===== config.mk =====
export PLATFORM = sky130hd
export DESIGN_NAME = mod_bit_packer
export DESIGN_NICKNAME = d
export VERILOG_FILES = /design/src/rtl/mod_pkg.sv /design/src/rtl/mod_scrambler7.sv /design/src/rtl/mod_bit_packer.sv
export SDC_FILE = /design/constraint.sdc
export NUM_CORES = 1
export LEC_CHECK = 0
export ABC_AREA = 1
export BUFFER_PORTS_ARGS = -buffer_cell sky130_fd_sc_hd__buf_2
export CORE_ASPECT_RATIO = 1.25
export CORE_MARGIN = 2
export CORE_UTILIZATION = 48
export CTS_CLUSTER_SIZE = 12
export DETAILED_ROUTE_END_ITERATION = 10
export PLACE_DENSITY_LB_ADDON = 0.08
export SETUP_SLACK_MARGIN = 0.4
export SLEW_MARGIN = 40
export SYNTH_ARGS = -nofsm -noshare
export SYNTH_HDL_FRONTEND = slang
export SYNTH_SLANG_ARGS = --single-unit

===== constraint.sdc =====
create_clock -name clk -period 4.5 [get_ports clk]
set_input_delay 0.675 -clock clk [delete_from_list [all_inputs] [get_ports clk]]
set_output_delay 0.675 -clock clk [all_outputs]
set_load 0.01 [all_outputs]

===== src/rtl/mod_pkg.sv =====
// Shared constants, FSM state encoding and scrambler helper for the bit packer.
package mod_pkg;

  localparam int WORDS_PER_SYM = 25;
  localparam int BITS_PER_SYM  = 800;
  localparam int WORD_IDX_W    = 5;

  localparam logic [WORD_IDX_W-1:0] LAST_WORD_IDX = WORD_IDX_W'(WORDS_PER_SYM - 1);

  typedef enum logic [1:0] {
    IDLE = 2'd0,
    PACK = 2'd1,
    PAD  = 2'd2
  } state_e;

  // x^7 + x^4 + 1 : feedback taken from s[6] and s[3]
  localparam logic [6:0] SCR_POLY = 7'b100_1000;
  localparam logic [6:0] SCR_SEED = 7'h7F;

  // Scramble one byte LSB-first; returns {next LFSR state, scrambled byte}
  function automatic logic [14:0] scr_byte(input logic [6:0] seed, input logic [7:0] din);
    logic [6:0] s;
    logic [7:0] dout;
    logic       fb;
    s    = seed;
    dout = '0;
    fb   = 1'b0;
    for (int i = 0; i < 8; i++) begin
      fb      = ^(s & SCR_POLY);
      dout[i] = din[i] ^ fb;
      s       = {s[5:0], fb};
    end
    return {s, dout};
  endfunction

endpackage


===== src/rtl/mod_scrambler7.sv =====
// 802.11 style x^7+x^4+1 scrambler. Processes up to four bytes per clock; each
// enabled byte consumes eight LFSR steps, lower byte lanes first, so the
// keystream stays continuous whether bytes arrive one at a time or as a padded word.
module mod_scrambler7
  import mod_pkg::*;
(
  input  logic        clk,
  input  logic        rst,
  input  logic        clr_i,
  input  logic        load_i,
  input  logic        step_i,
  input  logic [3:0]  byte_en_i,
  input  logic [31:0] din_i,
  output logic [31:0] dout_o
);

  logic [6:0] lfsr_q;
  logic [6:0] lfsr_d;

  // Walk the enabled byte lanes through the LFSR, starting from the seed when reloading
  always_comb begin
    logic [14:0] res;
    res    = '0;
    lfsr_d = load_i ? SCR_SEED : lfsr_q;
    dout_o = din_i;
    for (int k = 0; k < 4; k++) begin
      if (byte_en_i[k]) begin
        res              = scr_byte(lfsr_d, din_i[8*k +: 8]);
        dout_o[8*k +: 8] = res[7:0];
        lfsr_d           = res[14:8];
      end
    end
  end

  // LFSR state register; only advances when a scrambled byte is actually consumed
  always_ff @(posedge clk or posedge rst) begin
    if (rst) begin
      lfsr_q <= SCR_SEED;
    end else if (clr_i) begin
      lfsr_q <= SCR_SEED;
    end else if (step_i) begin
      lfsr_q <= lfsr_d;
    end
  end

endmodule


===== src/rtl/mod_bit_packer.sv =====
// Byte stream to 32-bit word packer feeding the subcarrier modulator FIFO.
// Packs LSB-first and pads every packet to a whole symbol of 25 words so the
// modulator never starves mid-symbol. Define MOD_SCRAMBLE_EN to scramble
// payload and pad bits with the x^7+x^4+1 scrambler.
module mod_bit_packer
  import mod_pkg::*;
#(
  parameter int C_S_AXIS_TDATA_WIDTH = 8,
  parameter int C_M_AXIS_TDATA_WIDTH = 32
) (
  input  logic                            clk,
  input  logic                            rst,
  input  logic                            reset_mod,
  input  logic [C_S_AXIS_TDATA_WIDTH-1:0] s_axis_tdata,
  input  logic                            s_axis_tvalid,
  output logic                            s_axis_tready,
  input  logic                            s_axis_tlast,
  output logic [C_M_AXIS_TDATA_WIDTH-1:0] m_axis_tdata,
  output logic                            m_axis_tvalid,
  input  logic                            m_axis_tready,
  output logic                            m_axis_tlast,
  output logic [15:0]                     sym_count,
  output logic [1:0]                      st
);

  state_e                state_q, state_d;
  logic [1:0]            byte_idx_q, byte_idx_d;
  logic [WORD_IDX_W-1:0] word_idx_q, word_idx_d;
  logic [31:0]           data_q, data_d;
  logic [31:0]           out_data_q;
  logic                  out_valid_q;
  logic                  out_last_q;
  logic [15:0]           sym_q;

  logic                  s_ready, s_acc, out_room, drain;
  logic                  commit;
  logic [31:0]           commit_word;
  logic                  scr_load, scr_step;
  logic [3:0]            scr_en;
  logic [31:0]           scr_din, scr_dout;

  assign drain    = out_valid_q & m_axis_tready;
  assign out_room = ~out_valid_q | m_axis_tready;
  assign s_ready  = ((state_q == IDLE) || (state_q == PACK))
                  && !(out_valid_q && !m_axis_tready && (byte_idx_q == 2'd3))
                  && !rst && !reset_mod;
  assign s_acc    = s_axis_tvalid & s_ready;

  assign s_axis_tready = s_ready;
  assign m_axis_tdata  = out_data_q;
  assign m_axis_tvalid = out_valid_q;
  assign m_axis_tlast  = out_last_q;
  assign sym_count     = sym_q;
  assign st            = state_q;

  // FSM state register
  always_ff @(posedge clk or posedge rst) begin
    if (rst) begin
      state_q <= IDLE;
    end else if (reset_mod) begin
      state_q <= IDLE;
    end else begin
      state_q <= state_d;
    end
  end

  // FSM next state: a tlast that does not land exactly on the symbol's last byte forces padding
  always_comb begin
    state_d = state_q;
    unique case (state_q)
      IDLE: if (s_acc) state_d = s_axis_tlast ? PAD : PACK;
      PACK: if (s_acc && s_axis_tlast)
              state_d = ((byte_idx_q == 2'd3) && (word_idx_q == LAST_WORD_IDX)) ? IDLE : PAD;
      PAD:  if (out_room && (word_idx_q == LAST_WORD_IDX)) state_d = IDLE;
      default: state_d = IDLE;
    endcase
  end

  // FSM outputs to the scrambler: one payload byte on accept, or every unfilled lane while padding
  always_comb begin
    scr_load = 1'b0;
    scr_step = 1'b0;
    scr_en   = '0;
    scr_din  = '0;
    if (s_acc) begin
      scr_load = (state_q == IDLE);
      scr_step = 1'b1;
      scr_en   = 4'b0001;
      scr_din  = {24'h0, s_axis_tdata};
    end else if ((state_q == PAD) && out_room) begin
      scr_step = 1'b1;
      for (int k = 0; k < 4; k++) begin
        scr_en[k] = (2'(k) >= byte_idx_q);
      end
    end
  end

`ifdef MOD_SCRAMBLE_EN
  mod_scrambler7 u_scrambler (
    .clk       (clk),
    .rst       (rst),
    .clr_i     (reset_mod),
    .load_i    (scr_load),
    .step_i    (scr_step),
    .byte_en_i (scr_en),
    .din_i     (scr_din),
    .dout_o    (scr_dout)
  );
`else
  logic unused_scr;
  assign unused_scr = ^{scr_load, scr_step, scr_en};
  assign scr_dout   = scr_din;
`endif

  // Packing datapath: place bytes into lanes and decide when a word is committed
  always_comb begin
    byte_idx_d  = byte_idx_q;
    word_idx_d  = word_idx_q;
    data_d      = data_q;
    commit      = 1'b0;
    commit_word = '0;
    if (s_acc) begin
      data_d[{byte_idx_q, 3'b000} +: 8] = scr_dout[7:0];
      byte_idx_d = byte_idx_q + 2'd1;
      if (byte_idx_q == 2'd3) begin
        commit      = 1'b1;
        commit_word = data_d;
        word_idx_d  = (word_idx_q == LAST_WORD_IDX) ? '0 : word_idx_q + 1'b1;
      end
    end else if ((state_q == PAD) && out_room) begin
      commit     = 1'b1;
      byte_idx_d = 2'd0;
      word_idx_d = (word_idx_q == LAST_WORD_IDX) ? '0 : word_idx_q + 1'b1;
      for (int k = 0; k < 4; k++) begin
        if (2'(k) < byte_idx_q) commit_word[8*k +: 8] = data_q[8*k +: 8];
        else                    commit_word[8*k +: 8] = scr_dout[8*k +: 8];
      end
    end
  end

  // Packing registers: lane buffer and byte/word position within the symbol
  always_ff @(posedge clk or posedge rst) begin
    if (rst) begin
      byte_idx_q <= '0;
      word_idx_q <= '0;
      data_q     <= '0;
    end else if (reset_mod) begin
      byte_idx_q <= '0;
      word_idx_q <= '0;
      data_q     <= '0;
    end else begin
      byte_idx_q <= byte_idx_d;
      word_idx_q <= word_idx_d;
      data_q     <= data_d;
    end
  end

  // Single-entry output register; a commit may replace a word draining in the same clock
  always_ff @(posedge clk or posedge rst) begin
    if (rst) begin
      out_data_q  <= '0;
      out_valid_q <= 1'b0;
      out_last_q  <= 1'b0;
      sym_q       <= '0;
    end else if (reset_mod) begin
      out_data_q  <= '0;
      out_valid_q <= 1'b0;
      out_last_q  <= 1'b0;
      sym_q       <= '0;
    end else begin
      if (commit) begin
        out_valid_q <= 1'b1;
        out_data_q  <= commit_word;
        out_last_q  <= (word_idx_q == LAST_WORD_IDX);
      end else if (drain) begin
        out_valid_q <= 1'b0;
      end
      if (drain && out_last_q) begin
        sym_q <= sym_q + 16'd1;
      end
    end
  end

endmodule


After elaboration in Yosys (flattened, before gate mapping)
Cells that the tools add are included.
- add/sub/neg operators: 4
- order comparisons: 4
- equality and inequality tests: 8
- shift-type cells: 2
- multiplexer cells: 38
- bitwise operators: 4
- reductions and logical operators: 23
- operators by type and width (kind ; count):
    $mux 32 ; 7
    $mux 8 ; 5
    $bwmux 32 ; 1
    $mux 16 ; 2
    $shift 8x7->32 const A ; 1
    $shiftx 8x7->32 ; 1
    $mux 5 ; 5
    $mux 2 ; 9
    $add 16x1->16 const B ; 1
    $logic_and 1x1->1 ; 10
    $mux 1 ; 8
    $neg 5->7 ; 1
    $ne 3x2->1 const B ; 2
    $ne 3x3->1 const B ; 2
    $pmux 2 s3 ; 1
    $reduce_bool 2->1 ; 3
    $reduce_bool 3->1 ; 2
    $add 5x1->5 const B ; 1
    $eq 5x5->1 const B ; 1
    $eq 2x2->1 const B ; 2
    $logic_not 1->1 ; 4
    $lt 1x2->1 const A ; 2
    $lt 2x2->1 const A ; 2
    $reduce_and 3->1 ; 1
    8 further kinds ; 9
- bits in registers: 91
- output and inout bits: 53

Longest topological paths before layout
Gate-level depths: netlist of the first run.
- word-level depth: 15
- depth in mapped cells: 11
- mapped depth without buffers: 11

Worst setup path before layout of the first run
No wires, ideal clock.
- path type: input to register
- start point: in rst
- end point: reg out_data_q[0] (netlist: m_axis_tdata[0])
- arrival time: 3.651 ns
- setup slack: 0.719 ns
- cell stages on the path: 11
- buffers on the path: 1
- path through: inv_1 > nand2_2 > nor2_8 > nand3_4 > inv_4 > nor2_8 > nand2_4 > nand2_8 > buf_6 > nand2_1 > o21ai_2
- word-level cells in the longest chain between the ends: 11
- elaborated cells on any way between the ends: 15
- those cells by class: shift: 1; mux: 9; bitwise: 1; reduce/logical: 4
- RTL lines (item ; RTL line ; text):
    start: declaration ; mod_bit_packer.sv:12 ; input logic rst,
    $logic_not 1->1 (no line) (*) ; -- ;
    $logic_and 1x1->1 (*) (2 in a row) ; mod_bit_packer.sv:46 ; && !rst && !reset_mod;
    $and 1x1->1 (*) ; mod_bit_packer.sv:47 ; assign s_acc = s_axis_tvalid & s_ready;
    $mux 8 ; mod_bit_packer.sv:85 ; if (s_acc) begin
    $shiftx 8x7->32 ; mod_bit_packer.sv:123 ; data_d[{byte_idx_q, 3'b000} +: 8] = scr_dout[7:0];
    $bwmux 32 ; mod_bit_packer.sv:123 ;
    $mux 32 ; mod_bit_packer.sv:125 ; if (byte_idx_q == 2'd3) begin
    $mux 32 ; mod_bit_packer.sv:122 ; if (s_acc) begin
    $mux 32 ; mod_bit_packer.sv:171 ; if (commit) begin
    $mux 32 ; mod_bit_packer.sv:165 ; end else if (reset_mod) begin
    end signal: assignment ; mod_bit_packer.sv:173 ; out_data_q <= commit_word;
    end: declaration ; mod_bit_packer.sv:30 ; logic [31:0] out_data_q;
Mark *: on every way between the ends. The rest lies on a longest branch, timed or not. The select of a mux whose other input is x is not followed.
A chain may end at the register's enable or synchronous reset.

Final worst setup path of the first run
- start point: reg byte_idx_q[0]
- end point: reg word_idx_q[0]
- word-level cells in the longest chain between the ends: 9
- elaborated cells on any way between the ends: 12
- those cells by class: eq/ne: 2; mux: 2; bitwise: 1; reduce/logical: 7
- RTL lines (item ; RTL line ; text):
    start: declaration ; mod_bit_packer.sv:27 ; logic [1:0] byte_idx_q, byte_idx_d;
    start signal: assignment ; mod_bit_packer.sv:152 ; byte_idx_q <= byte_idx_d;
    $eq 2x2->1 (*) ; mod_bit_packer.sv:45, mod_bit_packer.sv:125 ;
    $logic_and 1x1->1 ; mod_bit_packer.sv:45 ; && !(out_valid_q && !m_axis_tready && (byte_idx_q == 2'd3))
    $logic_not 1->1 ; mod_bit_packer.sv:45 ;
    $logic_and 1x1->1 ; mod_bit_packer.sv:45 ;
    $logic_and 1x1->1 (2 in a row) ; mod_bit_packer.sv:46 ;
    $and 1x1->1 ; mod_bit_packer.sv:47 ;
    $ne 3x2->1 (no line) (tied with other cells) ; -- ;
    $reduce_and 2->1 (no line) or $mux 5 (tied branches) ; -- ;
    end signal: assignment ; mod_bit_packer.sv:153 ; word_idx_q <= word_idx_d;
    end: declaration ; mod_bit_packer.sv:28 ; logic [WORD_IDX_W-1:0] word_idx_q, word_idx_d;
Mark *: on every way between the ends. The rest lies on a longest branch, timed or not.

==> flow_metrics.env, run 1 <==
export IMPL_die_area_um2=10110
export IMPL_status="complete, no violations"
export IMPL_synth_top_cell_area_share_pct=46.45
export IMPL_grt_pass1_wl_um=18310
export IMPL_hpwl_um=7587
export IMPL_finalCritPeriodShare_pct=61.02
export IMPL_grt_overflow=0
export IMPL_register_area_um2=2077
export IMPL_ys_seq_elements=83
export IMPL_dp_cells=743
export IMPL_clk_latency_ps=340
export IMPL_setup_viol=0
export IMPL_finish_net_count=653
export IMPL_cts_htree_levels=3
export IMPL_relSlewSlack_pct=54.00
export IMPL_dieHeight_um=111.9
export IMPL_drcViolationCount=0
export IMPL_synth_area_um2=4472
export IMPL_cts_hold_buf=0
export IMPL_ctsResizeCount=0
export IMPL_via_per_inst=5.267
export IMPL_post_route_util_pct=56.84
export IMPL_pwr_share_comb_pct=16.2
export IMPL_worst_pin_slew_ps=690.0
export IMPL_path_cells="ha_1 -> nand3_4 -> nand3_4 -> inv_4 -> nor2_8 -> nand2_4 -> nand2_8 -> inv_4 -> nand4_1 -> o21ai_1"
export IMPL_dp_worst_setup_slack_ps=1486
export IMPL_antenna_cells=0
export IMPL_critPathTopFamily="simple AND/OR/NAND/NOR gates"
export IMPL_track_usage_pct=22.60
export IMPL_p_switching_mw=0.5639
export IMPL_routedWlPerCell_um=14.36
export IMPL_drv_cap=0
export IMPL_hold_viol_final=0
export IMPL_path_class="register to register"
export IMPL_ys_warn_count=0
export IMPL_ir_worst_vdd_mv=0.2073
export IMPL_layout_common_cells="nand2_1, dfrtp_1, buf_2"
export IMPL_drv_slew=0
export IMPL_postCtsSetupBuffers=0
export IMPL_clockBufferDepth=2
export IMPL_seq_area_frac_synth_pct=46.45
export IMPL_p_per_area_nw_per_um2=378.7
export IMPL_area_growth_pct=15.98
export IMPL_ff2ff_path_depth=10
export IMPL_switching_share_pct=28.71
export IMPL_ys_top_cells_by_area="dfrtp_1, nand2_1, o21ai_0"
export IMPL_crit_required_ps=4730
export IMPL_end_kind="register"
export IMPL_p_seq_share_pct=40.4
export IMPL_worstPathMaxFanout=36
export IMPL_drt_pass1_iterations=5
export IMPL_core_um2=9125
export IMPL_worst_slack_ps=1754
export IMPL_drive_gt1_share_pct=17.61
export IMPL_r2r_start="byte_idx_q[0]"
export IMPL_fmax_mhz=364.2
export IMPL_clock_sinks=83
export IMPL_syn_num_nets=598
export IMPL_crit_path_start_kind="register"
export IMPL_slowest_delay_ps=700
export IMPL_multi_input_area_um2=2027
export IMPL_portBuffers=66
export IMPL_rrSetupSlack_ps=1750
export IMPL_final_common_cell="nand2_1"
export IMPL_p_int_mw=1.400
export IMPL_rsz0062_at_grt="false"
export IMPL_fp_dieW_um=90.33
export IMPL_slowest_stage="dfrtp_1"
export IMPL_root_buffer="clkbuf_16"
export IMPL_drt_initial_drc_count=231
export IMPL_ys_types=38
export IMPL_ys_async_sr_fraction_pct=100.0
export IMPL_critical_path_buf_inv_count=2
export IMPL_timing_rr_end="word_idx_q[0]"
export IMPL_synth_main_ff_cell="dfrtp_1"
export IMPL_pin_count=67
export IMPL_syn_avg_cell_area_um2=7.764
export IMPL_row_count=39
export IMPL_synth_edff_count=0
export IMPL_cts_made_buffers=9
export IMPL_gp_congestion=0.8773
export IMPL_synth_top_area_cell="dfrtp_1"
export IMPL_grt_pass1_vias=3820
export IMPL_p_leak_nw=2.666
export IMPL_detail_route_antenna_nets=0
export IMPL_clockPowerShare_pct=43.4
export IMPL_cts_tree="done"
export IMPL_netlist_instances=576
export IMPL_hp_class="input pin to async pin"
export IMPL_antenna_found_initial=0
export IMPL_grt_max_degree=51
export IMPL_drt_wl_total_um=10900
export IMPL_fin_worst_skew_ps=6.088
export IMPL_vias=3998
export IMPL_crit_arrival_ps=2970
export IMPL_clk_pin_slew_worst_paths_ps=60
export IMPL_stdcell_count=759
export IMPL_fin_tns_setup_ps=0
export IMPL_n_fill_cell=872
export IMPL_initial_core_util_pct=49.01
export IMPL_layout_min_cycle_time_ps=2746
-- synthesized netlist by cell type, types with 2 or more instances --
library cell and count:
a21oi_1 18, nand4_1 18, o22ai_1 6, o21ai_2 6
buf_2 11, nor2_1 28, inv_4 2, o21a_1 2
dfrtp_1 83, clkinv_1 2, nor3_1 13, nor2_8 2
buf_6 4, inv_2 5, xor2_1 4, nor2_2 2
nor4_1 2, ha_1 8, clkbuf_1 7, nand3_4 2
o211ai_1 3, nand2_4 3, o21ai_0 40, inv_1 53
nand3_1 34, o21ai_1 9, a31oi_1 2, nand2_1 196
nand2_2 2
-- per-layer routing --
| metal | vias up | routed length (um) | global-route usage [%] | part of all wire (%) |
|---|---|---|---|---|
| met5 | - | 0 | 0 | 0 |
| met4 | 0 | 279 | 8.923 | 2.6 |
| met1 | 1883 | 4759 | 27.70 | 44 |
| met2 | 110 | 5364 | 39.35 | 49 |
| li1 | 1985 | - | - | - |
| met3 | 20 | 499 | 4.330 | 4.6 |
-- how the worst max path moves through the flow --
stage | from | endpoint | slack (ps) | cells after the start
finish | byte_idx_q[0] | word_idx_q[0] | 1750 | 10
global route | byte_idx_q[0] | m_axis_tdata[2] | 1550 | 6
CTS | byte_idx_q[0] | word_idx_q[0] | 1750 | 10
detailed placement | rst | word_idx_q[0] | 1490 | 12
global placement | rst | m_axis_tdata[19] | 1560 | 12
floorplan | rst | m_axis_tdata[0] | 720 | 11
-- registers in the layout (all words and copies together) (netlist names) --
| register | cells |
|---|---|
| data_q | 24 |
| st | 2 |
| sym_count | 16 |
| m_axis_tvalid | 1 |
| m_axis_tlast | 1 |
| byte_idx_q | 2 |
| word_idx_q | 5 |
| m_axis_tdata | 32 |
-- logic make-up after synthesis --
logic type | Yosys count | synth area share [%]
AOI/OAI and AO/OA | 90 | 11.39
xor gates and xnor gates | 4 | 0.7834
buffers and inverters | 85 | 8.226
adders and majority gates | 8 | 2.238
DFF | 83 | 46.45
and+or+nand+nor | 306 | 30.92
-- power by group through the flow --
| stage | Clock [mW] | Sequential (mW) | Combinational [mW] |
|---|---|---|---|
| after floorplan | 0 | 0.801 | 0.251 |
| after global placement | 0 | 0.806 | 0.310 |
| after detailed placement | 0 | 0.807 | 0.318 |
| after CTS | 0.873 | 0.794 | 0.321 |
| after global routing | 0.899 | 0.798 | 0.352 |
| final | 0.852 | 0.794 | 0.318 |
-- layout make-up --
cell class	count	area share [%]
Sequential cell	83	40.05
Multi-Input combinational cell	408	39.08
Timing Repair Buffer	67	6.514
Clock buffer	10	4.608
Inverter	62	4.608
Tap cell	123	2.967
Clock inverter	6	2.171
-- through the flow --
step	instance area [um^2]	total power, mW	hold slack, ps
after detailed placement	4835	1.125	457.2
after CTS	5186	1.987	404.5
final	5186	1.964	382.3
after global routing	5186	2.050	446.9
after global placement	4835	1.116	453.4
after floorplan	4472	1.052	469.5
No activity file was read; power rests on OpenSTA's default activity.
==> inputs of run 2 (changes only) <==
--- a/config.mk
+++ b/config.mk
@@ -5,7 +5,7 @@
 export SDC_FILE = /design/constraint.sdc
 export NUM_CORES = 1
 export LEC_CHECK = 0
-export ABC_AREA = 1
+export ABC_AREA = 0
 export BUFFER_PORTS_ARGS = -buffer_cell sky130_fd_sc_hd__buf_2
 export CORE_ASPECT_RATIO = 1.25
 export CORE_MARGIN = 2
==> constraint.sdc (replaced) <==
create_clock -name clk -period 2.2 [get_ports clk]
set_input_delay 0.33 -clock clk [delete_from_list [all_inputs] [get_ports clk]]
set_output_delay 0.33 -clock clk [all_outputs]
set_load 0.01 [all_outputs]
==> flow_metrics.env, run 2 <==
export IMPL_root_buffer="clkbuf_8"
export IMPL_multi_input_area_um2=2082
export IMPL_clk_latency_ps=370
export IMPL_ys_types=45
export IMPL_path_class="register to register"
export IMPL_antenna_found_initial=0
export IMPL_drv_slew=0
export IMPL_worst_pin_slew_ps=603.5
export IMPL_die_area_um2=9365
export IMPL_drt_initial_drc_count=170
export IMPL_r2r_start="st[1]"
export IMPL_synth_area_um2=4129
export IMPL_fmax_mhz=514.0
export IMPL_synth_most_common_cell="dfrtp_1"
export IMPL_seq_area_frac_synth_pct=50.30
export IMPL_netlist_top_cells_count="dfrtp_1, a22o_1, a21oi_1, nor2b_1, o21ai_0"
export IMPL_ys_warn_count=0
export IMPL_synth_fa_ha_area_share_pct=2.424
export IMPL_grt_pass1_vias=3301
export IMPL_slowest_stage="or4b_4"
export IMPL_drt_pass1_iterations=4
export IMPL_clock_sinks=83
export IMPL_synth_top_area_cell="dfrtp_1"
export IMPL_ys_top_cells_by_area="dfrtp_1, a22o_1, a21oi_1"
export IMPL_worstPathMaxFanout=7
export IMPL_setup_viol=0
export IMPL_hpwl_um=7021
export IMPL_initial_core_util_pct=49.83
export IMPL_drv_cap=0
export IMPL_synth_top_family_by_area="compound AO/OA/AOI/OAI gates"
export IMPL_slowest_delay_ps=590
export IMPL_grt_pass1_wl_um=17280
export IMPL_dieHeight_um=107.7
export IMPL_fp_dieW_um=86.96
export IMPL_synthXorXnorAreaFrac_pct=2.758
export IMPL_largest_register_ffs=32
export IMPL_totalPowerFinal_mw=2.904
export IMPL_p_leak_nw=2.438
export IMPL_clockBufferDepth=2
export IMPL_synthMuxAreaShare_pct=0.5152
export IMPL_vias=3448
export IMPL_via_per_inst=5.815
export IMPL_pin_count=67
export IMPL_antenna_cells=0
export IMPL_hp_class="input pin to async pin"
export IMPL_track_usage_pct=23.96
export IMPL_cts_made_buffers=9
export IMPL_ir_worst_vdd_mv=0.3795
export IMPL_routedWlPerCell_um=18.06
export IMPL_startpoint="st[1]"
export IMPL_finalCritPeriodShare_pct=88.43
export IMPL_synth_main_ff_cell="dfrtp_1"
export IMPL_row_count=37
export IMPL_final_common_cell="dfrtp_1"
export IMPL_drcViolationCount=0
export IMPL_crit_required_ps=2510
export IMPL_synth_top_cell_area_share_pct=50.30
export IMPL_cts_tree="done"
export IMPL_finish_net_count=513
export IMPL_critPathTopFamily="simple AND/OR/NAND/NOR gates"
export IMPL_fin_tns_setup_ps=0
export IMPL_p_per_area_nw_per_um2=558.5
export IMPL_path_cells="or4b_4 -> a21oi_4 -> buf_6 -> a31oi_1 -> o32ai_2 -> mux2_2"
export IMPL_crit_path_start_kind="register"
export IMPL_crit_arrival_ps=2260
export IMPL_clk_pin_slew_worst_paths_ps=90
export IMPL_hold_viol_final=0
export IMPL_core_um2=8287
export IMPL_fin_worst_skew_ps=11.28
export IMPL_n_fill_cell=704
export IMPL_syn_avg_cell_area_um2=10.40
export IMPL_cts_htree_levels=3
export IMPL_ys_seq_elements=83
export IMPL_synth_edff_count=0
export IMPL_rsz0062_at_grt="true"
export IMPL_grt_overflow=0
export IMPL_synthSimpleGateAreaFrac_pct=15.24
export IMPL_cts_hold_buf=0
export IMPL_grt_max_degree=49
export IMPL_netlist_instances=397
export IMPL_detail_route_antenna_nets=0
export IMPL_syn_num_nets=419
export IMPL_status="complete, no violations"
export IMPL_gp_congestion=0.8191
export IMPL_end_kind="register"
export IMPL_drive_gt1_share_pct=33.67
export IMPL_area_growth_pct=25.94
export IMPL_register_area_um2=2078
export IMPL_layout_min_cycle_time_ps=1946
export IMPL_layout_common_cells="dfrtp_1, buf_2, a22o_1"
export IMPL_drt_wl_total_um=10710
export IMPL_relSlewSlack_pct=59.77
export IMPL_synth_compound_area_share_pct=24.06
export IMPL_portBuffers=66
export IMPL_critical_path_buf_inv_count=1
export IMPL_ys_async_sr_fraction_pct=100.0
## run 2: cell families (layout without fill, tap and decap cells)
logic type	after synthesis	count (layout)
fa+ha+maj	8	8
xor+xnor	13	13
mux	2	2
compound gates	141	142
simple gates	112	112
flops	83	83
buf+inv	38	136
## run 2: power breakdown
part           switching (mW)  internal (mW)  total, mW  leakage [nW]
Clock                   0.588          0.403      0.991        0.0770
Sequential             0.0130           1.54       1.55          1.15
Combinational           0.220          0.140      0.360          1.21
Total                   0.821           2.08       2.90          2.44
## run 2: worst register-to-register path: stages, from the launching register on
cell and delay, ps:
dfrtp_1 420, or4b_4 590, a21oi_4 180, buf_6 160, a31oi_1 100, o32ai_2 240
mux2_2 190
## run 2: per-stage QoR
step           utilization, %  hold slack (ps)  worst slack [ps]  std cells  cell area, um^2
4_1_cts                 60.73            141.4             243.0        584             5032
3_5_place_dp            55.93            492.1            -63.24        552             4634
5_1_grt                 62.75            160.7             222.3        593             5200
2_1_floorplan               -            437.5             242.2        397             4189
3_3_place_gp            55.93            487.0            -24.67        552             4634
6_report                62.75            128.4             254.5        593             5200
## run 2: per-layer routing
layer  global-route usage (%)  wire length (um)
met5                        0                 0
met4                    8.929               169
met3                    3.758               333
met2                    37.73              5262
met1                    33.22              4945
## run 2: final timing paths
| path | end | slack, ps | depth (start not counted) |
|---|---|---|---|
| max reg2reg | m_axis_tdata[6] | 250 | 6 |
| min reg2reg | m_axis_tdata[18] | 520 | 1 |
| min | st[0] | 130 | 3 |
| max in group asynchronous | byte_idx_q[0] | 1570 | 3 |
| min in group clk | st[0] | 170 | 2 |
| max | m_axis_tdata[6] | 250 | 6 |
## run 2: repair_timing
item / CTS / global route
endpoints found under the setup margin: 66 / 69
gates resized for setup: 26 / 28
buffers inserted: 14 / 8
hold endpoints to repair: 0 / 0
cloned: 2 / 1
pin swaps: 6 / 8
## run 2: area by class of cell
type,instances,share of cell area [%]
clock buffer,9,2.382
inverter,8,0.6978
multi-input combinational,277,40.04
tap,97,2.334
clock inverter,7,0.8662
sequential,83,39.97
timing repair buffer,112,13.72
==> inputs of run 3 (changes only) <==
--- a/config.mk
+++ b/config.mk
@@ -13,7 +13,7 @@
 export CTS_CLUSTER_SIZE = 12
 export DETAILED_ROUTE_END_ITERATION = 10
 export PLACE_DENSITY_LB_ADDON = 0.08
-export SETUP_SLACK_MARGIN = 0.4
+export REMOVE_ABC_BUFFERS = 1
 export SLEW_MARGIN = 40
 export SYNTH_ARGS = -nofsm -noshare
 export SYNTH_HDL_FRONTEND = slang
==> flow_metrics.env, run 3 (same netlist as run 2, synthesis figures left out) <==
export IMPL_end_kind="register"
export IMPL_layout_common_cells="dfrtp_1, buf_2, a22o_1"
export IMPL_busiest_layer="met2"
export IMPL_finish_net_count=491
export IMPL_drt_pass1_iterations=4
export IMPL_antenna_cells=0
export IMPL_antenna_found_initial=0
export IMPL_dieHeight_um=107.7
export IMPL_hpwl_um=6749
export IMPL_routedWlPerCell_um=17.48
export IMPL_initial_core_util_pct=49.83
export IMPL_portBuffers=66
export IMPL_drive_gt1_share_pct=24.26
export IMPL_final_common_cell="dfrtp_1"
export IMPL_drcViolationCount=0
export IMPL_fp_dieW_um=86.96
export IMPL_fin_worst_skew_ps=4.741
export IMPL_pin_count=67
export IMPL_hp_class="input pin to async pin"
export IMPL_layout_min_cycle_time_ps=2000
export IMPL_clock_sinks=83
export IMPL_detail_route_antenna_nets=0
export IMPL_p_leak_nw=2.335
export IMPL_area_growth_pct=17.55
export IMPL_ir_worst_vdd_mv=0.3339
export IMPL_status="complete, no violations"
export IMPL_clockBufferDepth=2
export IMPL_core_um2=8287
export IMPL_rrSetupSlack_ps=200
export IMPL_fmax_mhz=500.0
export IMPL_r2r_start="byte_idx_q[0]"
export IMPL_finalCritPeriodShare_pct=90.91
export IMPL_p_per_area_nw_per_um2=589.7
export IMPL_track_usage_pct=22.69
export IMPL_grt_pass1_vias=3198
export IMPL_path_class="register to register"
export IMPL_use_met3_pct=5.521
export IMPL_vias=3303
export IMPL_relSlewSlack_pct=55.83
export IMPL_final_area_um2=4853
export IMPL_hold_viol_final=0
export IMPL_rsz0062_at_grt="false"
export IMPL_gp_congestion=0.8241
export IMPL_grt_overflow=0
export IMPL_die_area_um2=9365
export IMPL_clk_latency_ps=360
export IMPL_timing_rr_end="data_q[23]"
export IMPL_worst_pin_slew_ps=662.5
export IMPL_crit_required_ps=2500
export IMPL_cts_tree="done"
export IMPL_met2_usage_pct=34.68
export IMPL_row_count=37
export IMPL_postCtsSetupBuffers=0
export IMPL_ff2ff_path_depth=6
export IMPL_grt_pass1_wl_um=16330
export IMPL_cts_hold_buf=0
export IMPL_drt_wl_total_um=9980
export IMPL_crit_arrival_ps=2300
export IMPL_via_per_inst=5.785
export IMPL_drv_cap=0
export IMPL_grtUsageMet1_pct=30.83
export IMPL_clk_pin_slew_worst_paths_ps=80
export IMPL_setup_viol=0
export IMPL_crit_path_start_kind="register"
export IMPL_root_buffer="clkbuf_8"
export IMPL_cts_htree_levels=3
export IMPL_dp_worst_setup_slack_ps=16.28
export IMPL_cts_made_buffers=9
export IMPL_drv_slew=0
export IMPL_placed_cell_area_um2=4649
export IMPL_worstPathMaxFanout=9
export IMPL_drt_initial_drc_count=150
export IMPL_grt_max_degree=48
export IMPL_largest_register_ffs=32
export IMPL_worst_slack_ps=200.0
-- run 3: cell types whose count changed in the layout (fill, tap and decap cells not counted), moves of 4 or more --
cell / previous run / this run
o21ai_1: 7 / 0
clkinvlp_4: 5 / 1
buf_6: 10 / 0
clkbuf_1: 0 / 4
a21oi_1: 33 / 37
o21ai_0: 16 / 24
buf_4: 36 / 22
-- run 3: metal layers --
layer  vias up  routed length (um)
li1       1588                   -
met1      1621                4592
met2        81                4812
met3        13                 403
met4         0                 171
met5         -                   0
-- run 3: worst max-delay path by stage --
| stage | from | to | slack [ps] | cells after the start |
|---|---|---|---|---|
| 6_report | byte_idx_q[0] | data_q[23] | 200 | 6 |
| 5_1_grt | byte_idx_q[0] | data_q[19] | 20 | 6 |
| 4_1_cts | byte_idx_q[1] | s_axis_tready | 1 | 4 |
| 3_5_place_dp | rst | m_axis_tdata[29] | 20 | 5 |
| 3_3_place_gp | rst | m_axis_tdata[20] | 80 | 5 |
| 2_1_floorplan | st[1] | m_axis_tdata[6] | -1000 | 3 |
-- run 3: stage by stage --
step / power [mW] / hold slack [ps] / TNS (ps) / cells / util (%)
after floorplan: 1.732 / 393.1 / -53440 / 367 / -
after global placement: 1.869 / 483.7 / 0 / 555 / 56.11
final: 2.862 / 100.5 / 0 / 571 / 58.57
after CTS: 2.893 / 86.33 / 0 / 571 / 58.21
after detailed placement: 1.873 / 485.0 / 0 / 555 / 56.11
after global routing: 2.997 / 139.7 / 0 / 571 / 58.57
-- run 3: power by group --
part           internal, mW  switching [mW]  total (mW)
sequential             1.54          0.0126        1.55
clock                 0.475           0.536        1.01
combinational         0.104           0.194       0.299
total                  2.12           0.742        2.86
-- run 3: cell type report --
cell class / instances / area, um^2
clock inverter: 1 / 7.507
timing repair buffer: 91 / 555.5
multi-input combinational: 276 / 1894
inverter: 8 / 31.28
sequential: 83 / 2077
fill: 740 / 3433
clock buffer: 15 / 166.4
tap: 97 / 121.4
-- run 3: critical path, cell delays in order, from the launching register on --
cell	delay (ps)
dfrtp_1	390
inv_1	130
ha_1	440
nor4bb_1	250
buf_4	210
and2_1	310
a22o_1	200
-- run 3: timing repair --
action,CTS,global route
resized for setup,0,6
endpoints found under the setup margin,0,28
endpoints found under the hold margin,0,0
